===== config.mk =====
export PLATFORM = sky130hd
export DESIGN_NAME = rob
export DESIGN_NICKNAME = d
export VERILOG_FILES = /design/src/rtl/rob.sv
export SDC_FILE = /design/constraint.sdc
export NUM_CORES = 1
export LEC_CHECK = 0
export CAP_MARGIN = 20
export CORE_ASPECT_RATIO = 0.8
export CORE_UTILIZATION = 63
export DETAILED_ROUTE_END_ITERATION = 6
export GPL_TIMING_DRIVEN = 0
export PLACE_DENSITY = 0.85
export SKIP_LAST_GASP = 1
export SYNTH_ARGS = -nofsm -noshare
export SYNTH_HDL_FRONTEND = slang
export SYNTH_SLANG_ARGS = --single-unit

===== constraint.sdc =====
create_clock -name clk -period 5.38 [get_ports clk]
set_input_delay 0.538 -clock clk [delete_from_list [all_inputs] [get_ports clk]]
set_output_delay 0.538 -clock clk [all_outputs]
set_load 0.005 [all_outputs]

===== src/rtl/rob.sv =====
// rtl/rob.sv - reorder buffer: in-order retirement of out-of-order completed instructions
//
// Circular queue of {valid, ready, pd, rd} entries. Dispatch allocates at the
// tail, the CDB marks entries ready, and the head retires once it is ready.
// Flush empties the buffer for mispredict recovery. The retirement counter
// survives flushes.
//
// Ports:
//   clk, rst        clock, synchronous active-high reset
//   enq_valid       dispatch allocation request (dropped while full)
//   enq_pd, enq_rd  destination physical / architectural register
//   enq_rob_idx     index the next allocation will occupy (tail)
//   full            no free entry
//   cdb_valid       completion broadcast present
//   cdb_rob_idx     entry completed by the broadcast
//   flush           discard all entries
//   commit_valid    head entry retires this cycle
//   commit_pd/rd    head entry payload
//   commit_rob_idx  head index
//   commit_order    retirement sequence number of the retiring instruction
module rob #(
  parameter int DEPTH    = 16,
  parameter int PS_WIDTH = 6
) (
  input  logic                     clk,
  input  logic                     rst,
  input  logic                     enq_valid,
  input  logic [PS_WIDTH-1:0]      enq_pd,
  input  logic [4:0]               enq_rd,
  output logic [$clog2(DEPTH)-1:0] enq_rob_idx,
  output logic                     full,
  input  logic                     cdb_valid,
  input  logic [$clog2(DEPTH)-1:0] cdb_rob_idx,
  input  logic                     flush,
  output logic                     commit_valid,
  output logic [PS_WIDTH-1:0]      commit_pd,
  output logic [4:0]               commit_rd,
  output logic [$clog2(DEPTH)-1:0] commit_rob_idx,
  output logic [63:0]              commit_order
);

  localparam int IW = $clog2(DEPTH);
  localparam logic [IW:0] PTR_ONE = {{IW{1'b0}}, 1'b1};

  logic [DEPTH-1:0]    valid_q, valid_d;
  logic [DEPTH-1:0]    ready_q, ready_d;
  logic [PS_WIDTH-1:0] pd_q [DEPTH];
  logic [4:0]          rd_q [DEPTH];
  // Pointers carry an extra wrap bit so full and empty are distinguishable.
  logic [IW:0]         head_q, head_d;
  logic [IW:0]         tail_q, tail_d;
  logic [63:0]         order_q, order_d;

  logic [IW-1:0]       head_idx;
  logic [IW-1:0]       tail_idx;
  logic                enq_fire;

  assign head_idx = head_q[IW-1:0];
  assign tail_idx = tail_q[IW-1:0];

  // Status comes from registered pointers only: a commit in the same cycle
  // does not open a slot for an enqueue until the following cycle.
  assign full     = (head_idx == tail_idx) && (head_q[IW] != tail_q[IW]);
  assign enq_fire = enq_valid && !full && !flush;

  assign commit_valid   = valid_q[head_idx] && ready_q[head_idx];
  assign commit_pd      = pd_q[head_idx];
  assign commit_rd      = rd_q[head_idx];
  assign commit_rob_idx = head_idx;
  assign commit_order   = order_q;
  assign enq_rob_idx    = tail_idx;

  always_comb begin
    valid_d = valid_q;
    ready_d = ready_q;
    head_d  = head_q;
    tail_d  = tail_q;
    order_d = order_q;

    // A ready head retires even in a flush cycle, so the counter still advances.
    if (commit_valid) begin
      valid_d[head_idx] = 1'b0;
      head_d            = head_q + PTR_ONE;
      order_d           = order_q + 64'd1;
    end

    if (flush) begin
      valid_d = '0;
      ready_d = '0;
      head_d  = '0;
      tail_d  = '0;
    end else begin
      // Broadcasts to unallocated entries are ignored so a stale tag cannot
      // pre-mark a slot that is later reused.
      if (cdb_valid && valid_q[cdb_rob_idx]) begin
        ready_d[cdb_rob_idx] = 1'b1;
      end
      // The tail slot is never valid when not full, so this cannot collide
      // with the CDB update above or with the head clear.
      if (enq_fire) begin
        valid_d[tail_idx] = 1'b1;
        ready_d[tail_idx] = 1'b0;
        tail_d            = tail_q + PTR_ONE;
      end
    end
  end

  always_ff @(posedge clk) begin
    if (rst) begin
      valid_q <= '0;
      ready_q <= '0;
      head_q  <= '0;
      tail_q  <= '0;
      order_q <= '0;
    end else begin
      valid_q <= valid_d;
      ready_q <= ready_d;
      head_q  <= head_d;
      tail_q  <= tail_d;
      order_q <= order_d;
    end
  end

  // Payload storage: only written on allocation, cleared on reset so the
  // head outputs read zero out of reset.
  always_ff @(posedge clk) begin
    if (rst) begin
      for (int i = 0; i < DEPTH; i++) begin
        pd_q[i] <= '0;
        rd_q[i] <= '0;
      end
    end else if (enq_fire) begin
      pd_q[tail_idx] <= enq_pd;
      rd_q[tail_idx] <= enq_rd;
    end
  end

endmodule


## Word-level counts from Yosys, hierarchy flattened

Memory sizes are Yosys's and may differ from the RTL's. A register that Yosys moved wholly into a read port is not among the register bits.
Index checks and enable logic that the tools add are counted.

- Bits in latches: 0
- Flip-flop bits (word level): 106
- Logic and storage cells: 69
- Memory bits (writable): 176
- Memory bits (read-only): 0
- Output and inout port bits: 85
- Memories: 2
- Input port bits: 20

Memory list:

| name | words | width | read ports | clocked after Yosys merged registers in | write ports | line | source |
|---|---|---|---|---|---|---|---|
| pd_q | 16 | 6 | 1 | 1 | 16 | 47 | `logic [PS_WIDTH-1:0] pd_q [DEPTH];` |
| rd_q | 16 | 5 | 1 | 1 | 16 | 48 | `logic [4:0] rd_q [DEPTH];` |

- Reductions and logical operators: 13
- Divide/modulo/power cells: 0
- Magnitude comparators: 6
- Mux-type cells: 32
- Shifts and indexed selects: 0
- $mul: 0
- $add $sub $neg: 3
- Bitwise operators: 6
- Equal/unequal tests: 2

Operators with widths:

| operator | number |
|---|---|
| 2-to-1 mux 16 bit | 5 |
| adder 64 x 1 -> 64 bit (second input constant) | 1 |
| AND 16 bit | 2 |
| NOT 16 bit | 2 |
| bitwise OR 16 bit | 2 |
| 2-to-1 mux 4 bit | 6 |
| < comparator 4 x 5 -> 1 bit (second input constant) | 3 |
| 2-to-1 mux 1 bit | 13 |
| binary-select mux 1 bit (select 4 bit) | 3 |
| demux 1 bit (select 4 bit) | 3 |
| >= comparator 4 x 1 -> 1 bit (second input constant) | 3 |
| adder 5 x 1 -> 5 bit (second input constant) | 2 |
| logical AND 1 bit | 8 |
| 2-to-1 mux 6 bit | 1 |
| OR reduction 6 bit | 1 |
| 2-to-1 mux 5 bit | 1 |
| OR reduction 5 bit | 1 |
| == test 4 bit | 1 |
| logical NOT 1 bit | 2 |
| OR reduction 2 bit | 1 |
| != test 1 bit | 1 |

## Logic depth before layout (Yosys ltp)

- Depth in word-level cells: 10
- Mapped depth: 10
- Depth with buffers taken out: 7

## Worst setup path before layout

No wires, ideal clock.

- Kind: reg-to-output
- Start point: reg with a tool-made name
- End point: out commit_pd[0]
- Buffers on the path: 2
- Slack: 2,648 ps
- Data required time: 4,842 ps
- Arrival: 2,194 ps
- Stages on the path, launching flop included: 5
- Cell sequence: dfxtp_1 -> clkbuf_1 -> buf_1 -> mux4_2 -> mux4_2

RTL lines:

| what | line | source |
|---|---|---|
| end: declaration | 36 | `output logic [PS_WIDTH-1:0] commit_pd,` |

==> impl_metrics.py <==
metrics = {
    "status": {
        "status": "complete, but fails checks",
        "violations": "DRC",
    },
    "floorplan": {
        "start_util_pct": 65.04,
        "die-area_mm2": 0.02221,
        "core-area_mm2": 0.02094,
        "die_y_um": 133.5,
        "rows": 47,
        "ios": 105,
        "die_w_um": 166.4,
    },
    "drt": {
        "routed_wl_um": 35960,
        "wl_per_cell_um": 23.19,
        "first_iter_violations": 1219,
        "vias_per_cell": 6.536,
        "first_pass_iters": 7,
        "drc_errors": 3,
        "detail-route-antenna-nets": 0,
        "vias": 10140,
    },
    "clock_tree": {
        "cts_hold_buf": 0,
        "postCtsSetupBuffers": 0,
        "path_clk_slew_ns": 0.06,
        "cts_buffer_depth": 3,
        "cts_tree": "yes",
        "cts_root_buffer": "clkbuf_16",
        "numCtsBuffers": 28,
        "cts_num_sinks": 286,
        "cts.repair.resized": 0,
        "insertion_delay_ns": 0.54,
        "htreeDepth": 1,
    },
    "critical_path": {
        "crit_arrival_ns": 3.59,
        "crit_path_end_kind": "primary output",
        "cp.required_ns": 4.84,
        "start_kind": "flip-flop",
        "reg2reg_setup_slack_ns": 1.89,
        "crit_type": "flip-flop to primary output",
        "critPathMaxFanout": 10,
    },
    "synthesis": {
        "synth-seq-area-share_pct": 54.98,
        "syn_area_mm2": 0.01362,
        "synthAdderAreaFrac_pct": 0.8270,
        "synth_top_family_by_area": "simple AND/OR/NAND/NOR gates",
        "synth_nets": 1155,
        "synth_compound_area_share_pct": 4.604,
        "ys_async_sr_fraction_pct": 0,
        "synth_warnings": 0,
        "synthSimpleGateAreaFrac_pct": 21.33,
        "yosysUniqueCellTypes": 48,
        "synth_area_per_cell_um2": 12.09,
        "synth_top_area_cell": "edfxtp_1",
        "synth_top_area_share_pct": 38.81,
        "ys_ff_latch": 286,
        "synth-edff-count": 176,
        "synth_flop_cell": "edfxtp_1",
        "synth_xor_area_share_pct": 2.959,
        "syn_inst": 1126,
        "synthMuxAreaShare_pct": 12.06,
        "synth_area_leaders": "edfxtp_1 (39%), dfxtp_1 (16%), mux4_2 (12%)",
    },
    "placement": {
        "dp_hpwl_um": 24940,
        "dp.cells": 1499,
        "place_congestion": 0.9727,
        "port-buffer-count": 104,
    },
    "sta": {
        "rsz0062_at_grt": "no",
        "tightestPinTransition_ns": 0.9818,
        "period_share_pct": 76.82,
        "holdWs_ns": 0.4818,
        "hold_viol": 0,
        "slew_violations": 0,
        "finClkSkew_ns": 0.01314,
        "finalSetupTns_ns": 0,
        "setup_viol": 0,
        "relSlewSlack_pct": 33.66,
        "timing.fmax_mhz": 242.0,
        "min_period_ns": 4.133,
    },
    "flow_run": {
        "drv_cap": 0,
    },
    "grt": {
        "grt_antenna_before_repair": 1,
        "grt_usage_pct": 32.84,
        "use_met1_pct": 48.37,
        "grt_first_pass_wirelength_um": 55370,
        "use_met2_pct": 49.95,
        "grt_pass1_vias": 9726,
        "met3_usage_pct": 6.803,
        "busiest_layer": "met2",
        "gr-total-overflow": 0,
        "grt_max_degree": 15,
    },
    "final_layout": {
        "syn_to_final_growth_pct": 16.71,
        "final-seq-area_mm2": 0.007487,
        "drive_above_1_share_pct": 11.31,
        "n_fill_cell": 1299,
        "multiInputGateArea_mm2": 0.005688,
        "fin_nets": 1289,
        "n_antenna_cell": 0,
        "fin_cells": 1551,
    },
    "pwr": {
        "p_leak_nw": 5.410,
        "ir_drop_v": 0.0002660,
        "p_per_area_mw_per_mm2": 283.3,
    },
    "worst_hold_path": {
        "holdCritPathClass": "flip-flop to flip-flop",
    },
}
==> cell usage in the layout (no fill, tap or decap), types with 3 or more instances in the layout <==
| cell type | Yosys | routed |
|---|---|---|
| a211oi_1 | 3 | 3 |
| a21oi_1 | 60 | 60 |
| a31oi_1 | 4 | 4 |
| and2_1 | 179 | 179 |
| and3_1 | 16 | 16 |
| and4_1 | 11 | 11 |
| buf_1 | 5 | 5 |
| buf_2 | 7 | 7 |
| buf_4 | 10 | 10 |
| clkbuf_1 | 64 | 77 |
| clkbuf_16 | 0 | 30 |
| clkbuf_8 | 0 | 3 |
| clkdlybuf4s50_1 | 0 | 104 |
| clkinv_1 | 1 | 3 |
| dfxtp_1 | 110 | 110 |
| edfxtp_1 | 176 | 176 |
| ha_1 | 9 | 9 |
| inv_1 | 11 | 11 |
| mux4_2 | 71 | 71 |
| nand2_1 | 32 | 32 |
| nand2b_1 | 19 | 19 |
| nand3_1 | 41 | 41 |
| nand4_1 | 40 | 40 |
| nand4b_1 | 6 | 6 |
| nor2_1 | 75 | 75 |
| nor2b_1 | 9 | 9 |
| nor3_1 | 4 | 4 |
| nor3b_1 | 13 | 13 |
| o21ai_0 | 31 | 31 |
| o31ai_1 | 13 | 13 |
| or2_2 | 8 | 8 |
| or3_1 | 18 | 18 |
| or4_1 | 14 | 14 |
| xnor2_1 | 11 | 11 |
| xor2_1 | 35 | 35 |
==> cells by family after synthesis <==
kind of cell,count (synthesis)
flip-flops,286
AO/OA/AOI/OAI,114
buffers and inverters,101
XOR/XNOR,46
adder cells (fa/ha/maj),9
multiplexers,74
AND/OR/NAND/NOR,496
==> layout make-up <==
cell class | instances | share of cell area, %
Timing Repair Buffer | 104 | 6.550
Multi-Input combinational cell | 739 | 35.79
Buffer | 89 | 2.496
Tap cell | 269 | 2.118
Clock inverter | 5 | 0.3307
Inverter | 12 | 0.2834
Clock buffer | 47 | 5.322
Sequential cell | 286 | 47.11
==> worst max-delay path, cell delays in order (launching register included) <==
cell             delay (ns)
dfxtp_1                0.31
clkbuf_1               0.41
buf_1                  0.68
mux4_2                 0.65
mux4_2                 0.54
clkdlybuf4s50_1        0.48
==> worst paths after layout <==
kind | cells after the start | to | start
max | 5 | commit_pd[1] | flip-flop
min reg2reg | 2 | valid_q[15] | valid_q[15]
min | 2 | valid_q[15] | valid_q[15]
max reg2reg | 8 | pd_q[4][4] | head_q[0]
==> per-stage QoR <==
stage	setup slack [ns]	area (µm²)	utilization, %	power [mW]
after floorplan	2.648	13620	-	2.513
after global placement	1.793	14990	71.62	2.596
after detailed placement	1.778	14990	71.62	2.603
after CTS	1.190	15890	75.91	4.486
after global routing	1.031	15890	75.91	4.584
final	1.247	15890	75.91	4.502
==> flip-flops by register name, indices dropped and copies added, names as in the netlist, named ones only <==
name	cells
commit_order	64
head_q	5
pd_q	96
rd_q	80
ready_q	16
tail_q	5
valid_q	16
==> routing by layer <==
layer | wire (µm) | vias to the layer above
met5 | 13 | -
met4 | 807 | 2
met3 | 4082 | 75
met2 | 16210 | 611
met1 | 14850 | 5066
li1 | - | 4384
==> Yosys cell counts (all sizes together), types with 8 or more instances <==
library cell and count:
buf 24, ha 9, and2 179, clkbuf 65
nand2 34, mux4 71, a21oi 60, and3 17
and4 11, xor2 35, edfxtp 176, dfxtp 110
o21ai 31, nand3 42, nor2b 9, inv 11
or3 18, nor2 75, or4 15, xnor2 11
or2 8, nand2b 19, nor3b 13, nand4 41
o31ai 13
==> where the power goes <==
group          leakage [nW]  total (mW)  internal [mW]  switching [mW]
clock                 0.428        1.94           1.11           0.824
sequential             2.71        2.38           2.37          0.0154
combinational          2.27       0.178         0.0627           0.116
total                  5.41        4.50           3.55           0.955
Note: power is estimated with default switching activity, not from simulation.
